===== config.mk =====
export PLATFORM = sky130hd
export DESIGN_NAME = alu32_nibble_seq
export DESIGN_NICKNAME = d
export VERILOG_FILES = /design/src/rtl/alu32_nibble_seq_pkg.sv /design/src/rtl/alu32_nibble_seq_74x381.sv /design/src/rtl/alu32_nibble_seq.sv
export SDC_FILE = /design/constraint.sdc
export NUM_CORES = 1
export LEC_CHECK = 0
export ABC_AREA = 1
export BUFFER_PORTS_ARGS = -buffer_cell sky130_fd_sc_hd__buf_4
export CAP_MARGIN = 20
export CORE_ASPECT_RATIO = 0.8
export CORE_MARGIN = 3
export CORE_UTILIZATION = 45
export CTS_CLUSTER_SIZE = 12
export DETAILED_ROUTE_END_ITERATION = 12
export PLACE_DENSITY = 0.67
export SLEW_MARGIN = 0
export SYNTH_ARGS = -nofsm -noshare
export SYNTH_HDL_FRONTEND = slang
export SYNTH_SLANG_ARGS = --single-unit

===== constraint.sdc =====
create_clock -name clk -period 4.7 [get_ports clk]
set_input_delay 0.235 -clock clk [delete_from_list [all_inputs] [get_ports clk]]
set_output_delay 0.235 -clock clk [all_outputs]
set_load 0.005 [all_outputs]

===== src/rtl/alu32_nibble_seq_pkg.sv =====
// Shared constants for the nibble-serial 32-bit ALU: 74x381 function codes,
// sequencer states and the nibble count of a 32-bit word.
package alu32_nibble_seq_pkg;

  localparam int NIBBLES = 8;

  localparam logic [2:0] OP_CLR = 3'b000;
  localparam logic [2:0] OP_BSA = 3'b001;
  localparam logic [2:0] OP_ASB = 3'b010;
  localparam logic [2:0] OP_ADD = 3'b011;
  localparam logic [2:0] OP_XOR = 3'b100;
  localparam logic [2:0] OP_OR  = 3'b101;
  localparam logic [2:0] OP_AND = 3'b110;
  localparam logic [2:0] OP_SET = 3'b111;

  typedef logic [1:0] state_t;
  localparam state_t ST_IDLE = 2'd0;
  localparam state_t ST_RUN  = 2'd1;
  localparam state_t ST_DONE = 2'd2;

  // Ops whose final carry/borrow is meaningful on cout.
  function automatic logic is_arith(input logic [2:0] op);
    return (op == OP_BSA) || (op == OP_ASB) || (op == OP_ADD);
  endfunction

endpackage


===== src/rtl/alu32_nibble_seq_74x381.sv =====
// 4-bit 74x381-equivalent ALU slice. cn is carry-in for add and borrow-in for
// subtract; gn is the active-low carry-out (add) or active-low borrow-out.
module _74x381
  import alu32_nibble_seq_pkg::*;
(
  input  logic [2:0] s_i,
  input  logic [3:0] a_i,
  input  logic [3:0] b_i,
  input  logic       cn_i,
  output logic [3:0] f_o,
  output logic       gn_o,
  output logic       pn_o
);

  logic [4:0] ext;

  always_comb begin
    ext  = 5'd0;
    f_o  = 4'h0;
    gn_o = 1'b1;
    case (s_i)
      OP_ADD: begin
        ext  = {1'b0, a_i} + {1'b0, b_i} + {4'd0, cn_i};
        f_o  = ext[3:0];
        gn_o = ~ext[4];
      end
      // Bit 4 of the 5-bit difference is the borrow out of this nibble.
      OP_ASB: begin
        ext  = {1'b0, a_i} - {1'b0, b_i} - {4'd0, cn_i};
        f_o  = ext[3:0];
        gn_o = ~ext[4];
      end
      OP_BSA: begin
        ext  = {1'b0, b_i} - {1'b0, a_i} - {4'd0, cn_i};
        f_o  = ext[3:0];
        gn_o = ~ext[4];
      end
      OP_XOR:  f_o = a_i ^ b_i;
      OP_OR:   f_o = a_i | b_i;
      OP_AND:  f_o = a_i & b_i;
      OP_SET:  f_o = 4'hF;
      default: f_o = 4'h0;
    endcase
  end

  assign pn_o = ~&(a_i | b_i);

endmodule


===== src/rtl/alu32_nibble_seq.sv =====
// Nibble-serial 32-bit ALU: one 74x381 slice evaluates nibble 0..7 over eight
// RUN cycles, with the carry/borrow rippled through a register between nibbles.
module alu32_nibble_seq
  import alu32_nibble_seq_pkg::*;
(
  input  logic        clk,
  input  logic        rst_n,
  input  logic        start,
  input  logic [2:0]  op,
  input  logic [31:0] a,
  input  logic [31:0] b,
  input  logic        cin,
  output logic        busy,
  output logic        done,
  output logic [31:0] result,
  output logic        cout,
  output logic        zero
);

  state_t      state_q, state_d;
  logic [2:0]  idx_q, idx_d;
  logic [2:0]  op_q, op_d;
  logic [31:0] a_q, a_d;
  logic [31:0] b_q, b_d;
  logic [31:0] result_q, result_d;
  logic        carry_q, carry_d;
  logic        cout_q, cout_d;

  logic [4:0]  bit_base;
  logic [3:0]  slice_f;
  logic        slice_gn;
  logic        pn_unused;

  assign bit_base = {idx_q, 2'b00};

  _74x381 u_slice (
    .s_i  (op_q),
    .a_i  (a_q[bit_base +: 4]),
    .b_i  (b_q[bit_base +: 4]),
    .cn_i (carry_q),
    .f_o  (slice_f),
    .gn_o (slice_gn),
    .pn_o (pn_unused)
  );

  always_comb begin
    state_d  = state_q;
    idx_d    = idx_q;
    op_d     = op_q;
    a_d      = a_q;
    b_d      = b_q;
    result_d = result_q;
    carry_d  = carry_q;
    cout_d   = cout_q;
    case (state_q)
      ST_IDLE: begin
        // result is deliberately left alone; it is overwritten nibble by nibble.
        if (start) begin
          state_d = ST_RUN;
          op_d    = op;
          a_d     = a;
          b_d     = b;
          carry_d = cin;
          idx_d   = 3'd0;
        end
      end
      ST_RUN: begin
        result_d[bit_base +: 4] = slice_f;
        carry_d                 = ~slice_gn;
        idx_d                   = idx_q + 3'd1;
        if (idx_q == 3'(NIBBLES - 1)) begin
          state_d = ST_DONE;
          cout_d  = is_arith(op_q) & ~slice_gn;
        end
      end
      ST_DONE: state_d = ST_IDLE;
      default: state_d = ST_IDLE;
    endcase
  end

  always_ff @(posedge clk or negedge rst_n) begin
    if (!rst_n) begin
      state_q  <= ST_IDLE;
      idx_q    <= 3'd0;
      op_q     <= OP_CLR;
      a_q      <= 32'd0;
      b_q      <= 32'd0;
      result_q <= 32'd0;
      carry_q  <= 1'b0;
      cout_q   <= 1'b0;
    end else begin
      state_q  <= state_d;
      idx_q    <= idx_d;
      op_q     <= op_d;
      a_q      <= a_d;
      b_q      <= b_d;
      result_q <= result_d;
      carry_q  <= carry_d;
      cout_q   <= cout_d;
    end
  end

  assign busy   = (state_q == ST_RUN);
  assign done   = (state_q == ST_DONE);
  assign result = result_q;
  assign cout   = cout_q;
  assign zero   = (result_q == 32'd0);

endmodule


==> report_table.html, run 1 <==
<table>
<tr><th>Metric</th><th>Value</th></tr>
<tr><th colspan="2">Pwr</th></tr>
<tr><td>Sequential Power Share</td><td>0.281</td></tr>
<tr><td>Power Density</td><td>852.1 nW/um^2</td></tr>
<tr><td>Static leakage</td><td>3.353 nW</td></tr>
<tr><td>Worst voltage drop across the vdd grid</td><td>0.3573 mV</td></tr>
<tr><td>Cell internal power dissipation</td><td>3.107 mW</td></tr>
<tr><td>Power spent charging and discharging nets</td><td>2.762 mW</td></tr>
<tr><td>Part of the power in combinational logic</td><td>0.587</td></tr>
<tr><td>Clk network pwr share</td><td>0.132</td></tr>
<tr><td>Switching part of the total</td><td>0.4706</td></tr>
<tr><th colspan="2">GRT</th></tr>
<tr><td>Number of global-route vias before repair</td><td>4,693</td></tr>
<tr><td>Largest net degree at the start of global routing</td><td>87</td></tr>
<tr><td>Number of antenna violations at the first check in global routing</td><td>0</td></tr>
<tr><td>Total congestion overflow</td><td>0</td></tr>
<tr><td>First-pass GRT wire length</td><td>23,360 microns</td></tr>
<tr><td>Total Routing Usage GR</td><td>0.2072</td></tr>
<tr><th colspan="2">Run</th></tr>
<tr><td>Total of max-cap violations</td><td>0</td></tr>
<tr><th colspan="2">Logic synthesis</th></tr>
<tr><td>Post-synthesis instance area</td><td>5649 sq um</td></tr>
<tr><td>Largest area contributor in the synthesized netlist</td><td>dfrtp_1</td></tr>
<tr><td>Synthesized netlist cell count</td><td>611</td></tr>
<tr><td>Yosys warnings</td><td>0</td></tr>
<tr><td>Avg Synthesized Cell Area</td><td>9.246 sq um</td></tr>
<tr><td>Post-synthesis cell type count</td><td>39</td></tr>
<tr><td>Flop and latch count out of synthesis</td><td>106</td></tr>
<tr><td>Fraction of synthesis flops using an asynchronous set or reset pin</td><td>1.000</td></tr>
<tr><td>Cell types with the largest area share after synthesis</td><td>dfrtp_1 (47%), mux2_2 (10%), nand2_1 (5.4%)</td></tr>
<tr><td>Yosys top cell area share</td><td>0.4695</td></tr>
<tr><td>Synthesized Nets</td><td>711</td></tr>
<tr><td>Number of enable-type register cells in the synthesized netlist</td><td>0</td></tr>
<tr><td>Sequential fraction of the synthesis area</td><td>0.4695</td></tr>
<tr><td>Dominant synthesized flop cell</td><td>dfrtp_1</td></tr>
<tr><th colspan="2">Routing</th></tr>
<tr><td>Number of vias after detailed routing</td><td>4,615</td></tr>
<tr><td>Total wire length after detailed routing</td><td>13,920 microns</td></tr>
<tr><td>Number of antenna-violating nets in the routed design</td><td>0</td></tr>
<tr><td>Iteration-0 DRC Markers</td><td>235</td></tr>
<tr><td>Router iterations before antenna repair</td><td>6</td></tr>
<tr><td>Count of unresolved DRC violations after routing</td><td>0</td></tr>
<tr><td>Vias per Instance</td><td>5.238</td></tr>
<tr><td>Wire per inst</td><td>15.80 microns</td></tr>
<tr><th colspan="2">Timing</th></tr>
<tr><td>Slew at the pin closest to its max-slew limit</td><td>1.001 ns</td></tr>
<tr><td>Total setup violations reported at the end of the flow</td><td>0</td></tr>
<tr><td>Hold violation total from the final report</td><td>0</td></tr>
<tr><td>Total count of max-transition violations in the final report</td><td>0</td></tr>
<tr><td>Maximum achievable frequency</td><td>0.2504 GHz</td></tr>
<tr><td>Slew Limit Headroom</td><td>0.3326</td></tr>
<tr><td>Final Skew</td><td>0.01279 ns</td></tr>
<tr><td>Accumulated negative setup slack</td><td>0 ns</td></tr>
<tr><td>Period Utilization, post-route</td><td>0.8499</td></tr>
<tr><td>Setup repair after global routing missed its margin</td><td>no</td></tr>
<tr><td>Clock period minus final worst setup slack</td><td>3.994 ns</td></tr>
<tr><th colspan="2">Finish</th></tr>
<tr><td>Layout net count</td><td>810</td></tr>
<tr><td>Post-synthesis to final-layout area growth</td><td>21.93%</td></tr>
<tr><td>Antenna fix cells</td><td>0</td></tr>
<tr><td>Total of fill cells in the finished design</td><td>1,055</td></tr>
<tr><td>Final core occ</td><td>0.5804</td></tr>
<tr><td>Fraction of layout instances using a drive strength above 1</td><td>0.2867</td></tr>
<tr><th colspan="2">Die</th></tr>
<tr><td>Area of the core region</td><td>11,870 sq um</td></tr>
<tr><td>Count of boundary I/O pins</td><td>107</td></tr>
<tr><td>Height of the die</td><td>106.2 microns</td></tr>
<tr><td>Initial core utilization</td><td>0.4760</td></tr>
<tr><td>Number of placement rows</td><td>35</td></tr>
<tr><td>Overall die area</td><td>13,940 sq um</td></tr>
<tr><td>Width of the die</td><td>131.3 microns</td></tr>
<tr><th colspan="2">Critical path</th></tr>
<tr><td>Cell chain of the critical path</td><td>inv_1 &gt; buf_4 &gt; o21ai_0 &gt; o22ai_1 &gt; nand2_1 &gt; o21ai_0 &gt; inv_1 &gt; fa_1 &gt; fa_1 &gt; nor2_1 &gt; inv_1 &gt; a21oi_1 &gt; xor2_1 &gt; inv_1 &gt; a21oi_1 &gt; nand2_1 &gt; nand2_1 &gt; o211ai_1 &gt; o21ai_0</td></tr>
<tr><td>Highest net fanout along the worst path</td><td>19</td></tr>
<tr><td>Worst setup SP type</td><td>register</td></tr>
<tr><td>Cell with the largest stage delay on the worst path</td><td>dfrtp_1</td></tr>
<tr><td>CP Data Required Time</td><td>4.97 ns</td></tr>
<tr><td>Type of the worst setup path</td><td>reg2reg</td></tr>
<tr><td>Arrival time of data at the critical path endpoint</td><td>4.26 ns</td></tr>
<tr><td>Slowest cell delay on critical path</td><td>0.51 ns</td></tr>
<tr><td>Most frequent CP cell</td><td>inv_1</td></tr>
<tr><td>Endpoint type of the worst setup path</td><td>register</td></tr>
<tr><th colspan="2">CTS</th></tr>
<tr><td>CTS buffer count</td><td>9</td></tr>
<tr><td>Clock tree from TritonCTS</td><td>built</td></tr>
<tr><td>Clock buffer depth</td><td>2</td></tr>
<tr><td>Clock slew seen by the registers of the worst setup and hold paths</td><td>0.08 ns</td></tr>
<tr><td>Hold buffer count at CTS</td><td>1</td></tr>
<tr><td>CTS Root Cell</td><td>clkbuf_16</td></tr>
<tr><td>Number of levels in the clock H-tree</td><td>3</td></tr>
<tr><td>Source-to-sink clock delay at the later pin of the worst-skew pair</td><td>0.36 ns</td></tr>
<tr><td>Clock tree sinks</td><td>106</td></tr>
<tr><td>Post-CTS setup buffers</td><td>0</td></tr>
<tr><td>Number of gates resized after CTS</td><td>0</td></tr>
<tr><th colspan="2">Placement</th></tr>
<tr><td>Number of I/O port buffers</td><td>106</td></tr>
<tr><td>GP Congestion</td><td>0.9253</td></tr>
<tr><td>Half-perimeter wire length of the detailed placement result</td><td>10,470 microns</td></tr>
<tr><th colspan="2">Worst hold path</th></tr>
<tr><td>Type of the worst min-delay path</td><td>in2reg</td></tr>
<tr><th colspan="2">Run status</th></tr>
<tr><td>Outcome</td><td>finished clean</td></tr>
</table>
path summary, 6_finish.rpt:
check / endpoint / cells past startpoint / slack, ns / from
setup / recovery: carry_q / 19 / 0.71 / idx_q[0]
hold / removal: a_q[3] / 2 / 0.10 / a[3]
setup reg to reg: carry_q / 19 / 0.71 / idx_q[0]
hold reg to reg: b_q[10] / 1 / 0.51 / b_q[10]
max in group asynchronous: result[19] / 3 / 3.15 / rst_n
min in group asynchronous: a_q[15] / 2 / 0.48 / rst_n
worst max-delay path: cells and delay by family (launching register included):
family	cells	cell delay, ns
adder cells (fa/ha/maj)	2	0.93
AND/OR/NAND/NOR	4	0.31
XOR/XNOR	1	0.15
AO/OA/AOI/OAI	7	0.96
flip-flops	1	0.51
buffers and inverters	5	1.05
sequential cells by signal, indices dropped and copies added (netlist names):
register and flops:
op_q 3, result 32, b_q 32, state_q 2, idx_q 3, a_q 32
cout 1, carry_q 1
routing by layer:
layer | track usage | wire (microns)
met5 | 0 | 0
met4 | 0.03673 | 114
met3 | 0.05724 | 813
met2 | 0.3236 | 6200
met1 | 0.2949 | 6788
logic make-up after synthesis:
kind of cell             share of synthesized area
AO/OA/AOI/OAI                               0.1059
XOR/XNOR                                  0.003101
adder cells (fa/ha/maj)                    0.07221
buffers and inverters                      0.07043
flip-flops                                  0.4695
multiplexers                                0.1032
AND/OR/NAND/NOR                             0.1756
cells in the final DEF, fill, tap and decap left out, types with 2 or more instances in the layout:
cell and instances:
buf_4 110, dfrtp_1 106, nand2_1 81, nor2_1 80, inv_1 62, mux2_2 50
o21ai_0 41, a21oi_1 35, nand3_1 23, ha_1 23, inv_2 11, o22ai_1 10
o21ai_1 10, clkbuf_16 9, nand3_2 7, nor4_1 7, o221ai_1 6, fa_1 6
nand4_1 5, nor4_2 4, nor2_2 2, nor3_1 2, mux2i_1 2, inv_6 2
clkinv_8 2
per-stage QoR:
| step | instances | hold slack, ns | power [mW] | instance area, sq um | setup slack (ns) |
|---|---|---|---|---|---|
| 2_1_floorplan | 611 | -0.06059 | 4.038 | 5649 | 1.293 |
| 3_3_place_gp | 864 | 0.3666 | 4.992 | 6570 | 0.9284 |
| 3_5_place_dp | 864 | 0.3679 | 5.071 | 6570 | 0.7727 |
| 4_1_cts | 881 | 0.09620 | 5.876 | 6888 | 0.7460 |
| 5_1_grt | 881 | 0.08570 | 6.448 | 6888 | 0.2235 |
| 6_report | 881 | 0.1013 | 5.869 | 6888 | 0.7056 |
synthesized netlist by cell type, drive strengths merged (10+ instances only):
master  number
a21oi       35
buf         19
dfrtp      106
ha          23
inv         73
mux2        50
nand2       82
nand3       30
nor2        83
nor4        11
o21ai       51
o22ai       10
cell type report:
type	count	area [sq um]	area share
clock buffer	10	239.0	0.03470
clock inverter	6	68.82	0.009991
sequential	106	2653	0.3851
tap	166	207.7	0.03015
timing repair buffer	111	835.8	0.1213
inverter	74	277.8	0.04033
multi-input combinational	408	2606	0.3784
power by group through the flow:
| stage | clock network [mW] | registers [mW] | logic (mW) |
|---|---|---|---|
| after floorplan | 0 | 1.56 | 2.47 |
| after global placement | 0 | 1.65 | 3.34 |
| after detailed placement | 0 | 1.66 | 3.41 |
| after CTS | 0.791 | 1.64 | 3.44 |
| after global routing | 0.822 | 1.70 | 3.93 |
| final | 0.776 | 1.65 | 3.45 |
No activity file was read; power rests on OpenSTA's default activity.
==> run 2: changes to the inputs <==
==> constraint.sdc (replaced) <==
create_clock -name clk -period 3.9 [get_ports clk]
set_input_delay 0.195 -clock clk [delete_from_list [all_inputs] [get_ports clk]]
set_output_delay 0.195 -clock clk [all_outputs]
set_load 0.005 [all_outputs]
==> run 2 against run 1 <==
- the flow now finishes with violations (hold timing)
- clock skew is 0.0041 ns lower
- die area stayed put
- clock power is 20% higher
- flip-flop and latch count stayed put
- power is 21% higher
- combinational power is 21% higher
- hold slack worse by 0.15 ns
- register-to-register slack worse by 0.29 ns
- routed wire length is 1.5% higher
- non-clock buffer count is 1 higher
- cell area is 0.27% higher
==> report_table.html, run 2 (synthesis gave the netlist of run 1 again) <==
<table>
<tr><th>Metric</th><th>Value</th></tr>
<tr><th colspan="2">Finish</th></tr>
<tr><td>Final core occ</td><td>0.5820</td></tr>
<tr><td>Fraction of layout instances using a drive strength above 1</td><td>0.2891</td></tr>
<tr><td>Antenna fix cells</td><td>0</td></tr>
<tr><td>Post-synthesis to final-layout area growth</td><td>22.26%</td></tr>
<tr><td>Highest-count cells in the layout ignoring fill and taps</td><td>buf_4 (111), dfrtp_1 (106), nand2_1 (81)</td></tr>
<tr><td>Leading cell type in the layout, fill and taps excluded</td><td>buf_4</td></tr>
<tr><td>Layout net count</td><td>811</td></tr>
<tr><th colspan="2">CTS</th></tr>
<tr><td>Clock buffer depth</td><td>2</td></tr>
<tr><td>Clock slew seen by the registers of the worst setup and hold paths</td><td>0.08 ns</td></tr>
<tr><td>Source-to-sink clock delay at the later pin of the worst-skew pair</td><td>0.36 ns</td></tr>
<tr><td>Clock tree from TritonCTS</td><td>built</td></tr>
<tr><td>CTS buffer count</td><td>9</td></tr>
<tr><td>CTS Root Cell</td><td>clkbuf_16</td></tr>
<tr><td>Clock tree sinks</td><td>106</td></tr>
<tr><td>Number of levels in the clock H-tree</td><td>3</td></tr>
<tr><th colspan="2">Timing</th></tr>
<tr><td>Clock period minus final worst setup slack</td><td>3.488 ns</td></tr>
<tr><td>Accumulated negative setup slack</td><td>0 ns</td></tr>
<tr><td>Total count of max-transition violations in the final report</td><td>0</td></tr>
<tr><td>Slew at the pin closest to its max-slew limit</td><td>0.9990 ns</td></tr>
<tr><td>Slew Limit Headroom</td><td>0.3340</td></tr>
<tr><td>Setup repair after global routing missed its margin</td><td>no</td></tr>
<tr><td>Final Skew</td><td>0.008704 ns</td></tr>
<tr><td>Maximum achievable frequency</td><td>0.2867 GHz</td></tr>
<tr><td>Hold violation total from the final report</td><td>30</td></tr>
<tr><td>Total setup violations reported at the end of the flow</td><td>0</td></tr>
<tr><td>Hold_ws</td><td>-0.04949 ns</td></tr>
<tr><td>Period Utilization, post-route</td><td>0.8943</td></tr>
<tr><th colspan="2">GRT</th></tr>
<tr><td>Number of global-route vias before repair</td><td>4,767</td></tr>
<tr><td>Total congestion overflow</td><td>0</td></tr>
<tr><td>Number of antenna violations at the first check in global routing</td><td>0</td></tr>
<tr><td>Largest net degree at the start of global routing</td><td>87</td></tr>
<tr><td>First-pass GRT wire length</td><td>23,600 microns</td></tr>
<tr><td>Total Routing Usage GR</td><td>0.2095</td></tr>
<tr><th colspan="2">Die</th></tr>
<tr><td>Count of boundary I/O pins</td><td>107</td></tr>
<tr><td>Number of placement rows</td><td>35</td></tr>
<tr><td>Width of the die</td><td>131.3 microns</td></tr>
<tr><td>Overall die area</td><td>13,940 sq um</td></tr>
<tr><td>Initial core utilization</td><td>0.4760</td></tr>
<tr><td>Area of the core region</td><td>11,870 sq um</td></tr>
<tr><td>Height of the die</td><td>106.2 microns</td></tr>
<tr><th colspan="2">Critical path</th></tr>
<tr><td>CP Data Required Time</td><td>4.17 ns</td></tr>
<tr><td>Arrival time of data at the critical path endpoint</td><td>3.76 ns</td></tr>
<tr><td>Type of the worst setup path</td><td>reg2reg</td></tr>
<tr><td>Slowest cell delay on critical path</td><td>0.50 ns</td></tr>
<tr><td>Cell with the largest stage delay on the worst path</td><td>dfrtp_1</td></tr>
<tr><td>Most frequent CP cell</td><td>inv_1</td></tr>
<tr><td>Worst setup SP type</td><td>register</td></tr>
<tr><td>Endpoint type of the worst setup path</td><td>register</td></tr>
<tr><td>Highest net fanout along the worst path</td><td>18</td></tr>
<tr><td>Cell chain of the critical path</td><td>clkinv_2 &gt; o21ai_0 &gt; o22ai_1 &gt; o21ai_1 &gt; inv_1 &gt; fa_1 &gt; fa_1 &gt; nor2_1 &gt; inv_1 &gt; a21oi_1 &gt; xor2_1 &gt; inv_1 &gt; a21oi_1 &gt; nand2_1 &gt; nand2_1 &gt; o211ai_1 &gt; o21ai_0</td></tr>
<tr><th colspan="2">Placement</th></tr>
<tr><td>Number of I/O port buffers</td><td>106</td></tr>
<tr><td>Half-perimeter wire length of the detailed placement result</td><td>10,680 microns</td></tr>
<tr><td>GP Congestion</td><td>0.8539</td></tr>
<tr><th colspan="2">Routing</th></tr>
<tr><td>Number of antenna-violating nets in the routed design</td><td>0</td></tr>
<tr><td>Router iterations before antenna repair</td><td>5</td></tr>
<tr><td>Wire per inst</td><td>16.01 microns</td></tr>
<tr><td>Vias per Instance</td><td>5.300</td></tr>
<tr><td>Number of vias after detailed routing</td><td>4,675</td></tr>
<tr><td>Iteration-0 DRC Markers</td><td>270</td></tr>
<tr><td>Count of unresolved DRC violations after routing</td><td>0</td></tr>
<tr><td>Total wire length after detailed routing</td><td>14,120 microns</td></tr>
<tr><th colspan="2">Pwr</th></tr>
<tr><td>Power Density</td><td>1029 nW/um^2</td></tr>
<tr><td>Static leakage</td><td>3.363 nW</td></tr>
<tr><td>Total power</td><td>7.104 mW</td></tr>
<tr><td>Worst voltage drop across the vdd grid</td><td>0.4538 mV</td></tr>
<tr><th colspan="2">Worst hold path</th></tr>
<tr><td>Type of the worst min-delay path</td><td>in2async</td></tr>
<tr><th colspan="2">Run</th></tr>
<tr><td>Total of max-cap violations</td><td>0</td></tr>
<tr><th colspan="2">Run status</th></tr>
<tr><td>Violations in the final reports</td><td>hold timing</td></tr>
<tr><td>Outcome</td><td>finished, violations left</td></tr>
</table>
[run 2: cell count changes in the layout (fill, tap and decap cells not counted), sizes merged]
cell / delta
buf: +2
inv: -1
dlygate4sd3: -1
clkinv: +1
[run 2: critical path, delay by kind of cell (launching register included)]
family | cells | cell delay (ns)
buffers and inverters | 4 | 0.60
DFF | 1 | 0.50
AOI/OAI and AO/OA | 7 | 1.03
and+or+nand+nor | 3 | 0.24
adders and majority gates | 2 | 0.88
xor gates and xnor gates | 1 | 0.16
[run 2: path summary, 6_finish.rpt]
kind | slack, ns | end | depth (start not counted) | start
min in group clk | 0.06 | a_q[3] | 2 | a[3]
worst min-delay path | -0.05 | a_q[15] | 1 | rst_n
worst min register to register | 0.51 | b_q[11] | 1 | b_q[11]
worst max register to register | 0.41 | carry_q | 17 | idx_q[1]
max in group asynchronous | 2.94 | op_q[1] | 2 | rst_n
worst max-delay path | 0.41 | carry_q | 17 | idx_q[1]
[run 2: power breakdown]
group	internal, mW	switching (mW)	leakage, nW
Combinational	1.68	2.51	1.95
Clock	0.471	0.457	0.147
Sequential	1.63	0.362	1.27
Total	3.77	3.33	3.36
[run 2: area by class of cell]
class,instances,area [sq um]
fillers,1068,4961
flip-flops and latches,106,2653
multi-input cells,408,2606
repair buffers,112,853.3
inverters,74,279.0
clock buffers,10,239.0
well taps,166,207.7
clock inverters,6,68.82
[run 2: layer usage]
metal,track usage,wire (microns),part of all wire
met2,0.3254,6358,0.45
met3,0.05393,905,0.064
met4,0.06297,228,0.016
met1,0.2914,6630,0.47
met5,0,0,0
[run 2: timing repair]
action | 4_1_cts | 5_1_grt
setup buffers | 0 | 0
hold buffers | 0 | 0
gates resized for setup | 0 | 3
setup endpoints to repair | 0 | 3
[run 2: per-stage QoR]
step           setup slack, ns  area [sq um]  hold slack [ns]  instances
6_report                0.4124          6907         -0.04949        882
4_1_cts                 0.3547          6905          0.01786        882
2_1_floorplan           0.4932          5649          -0.1006        611
3_5_place_dp            0.4032          6598           0.4006        866
3_3_place_gp            0.5535          6598           0.3856        866
5_1_grt               0.009827          6907          0.04389        882
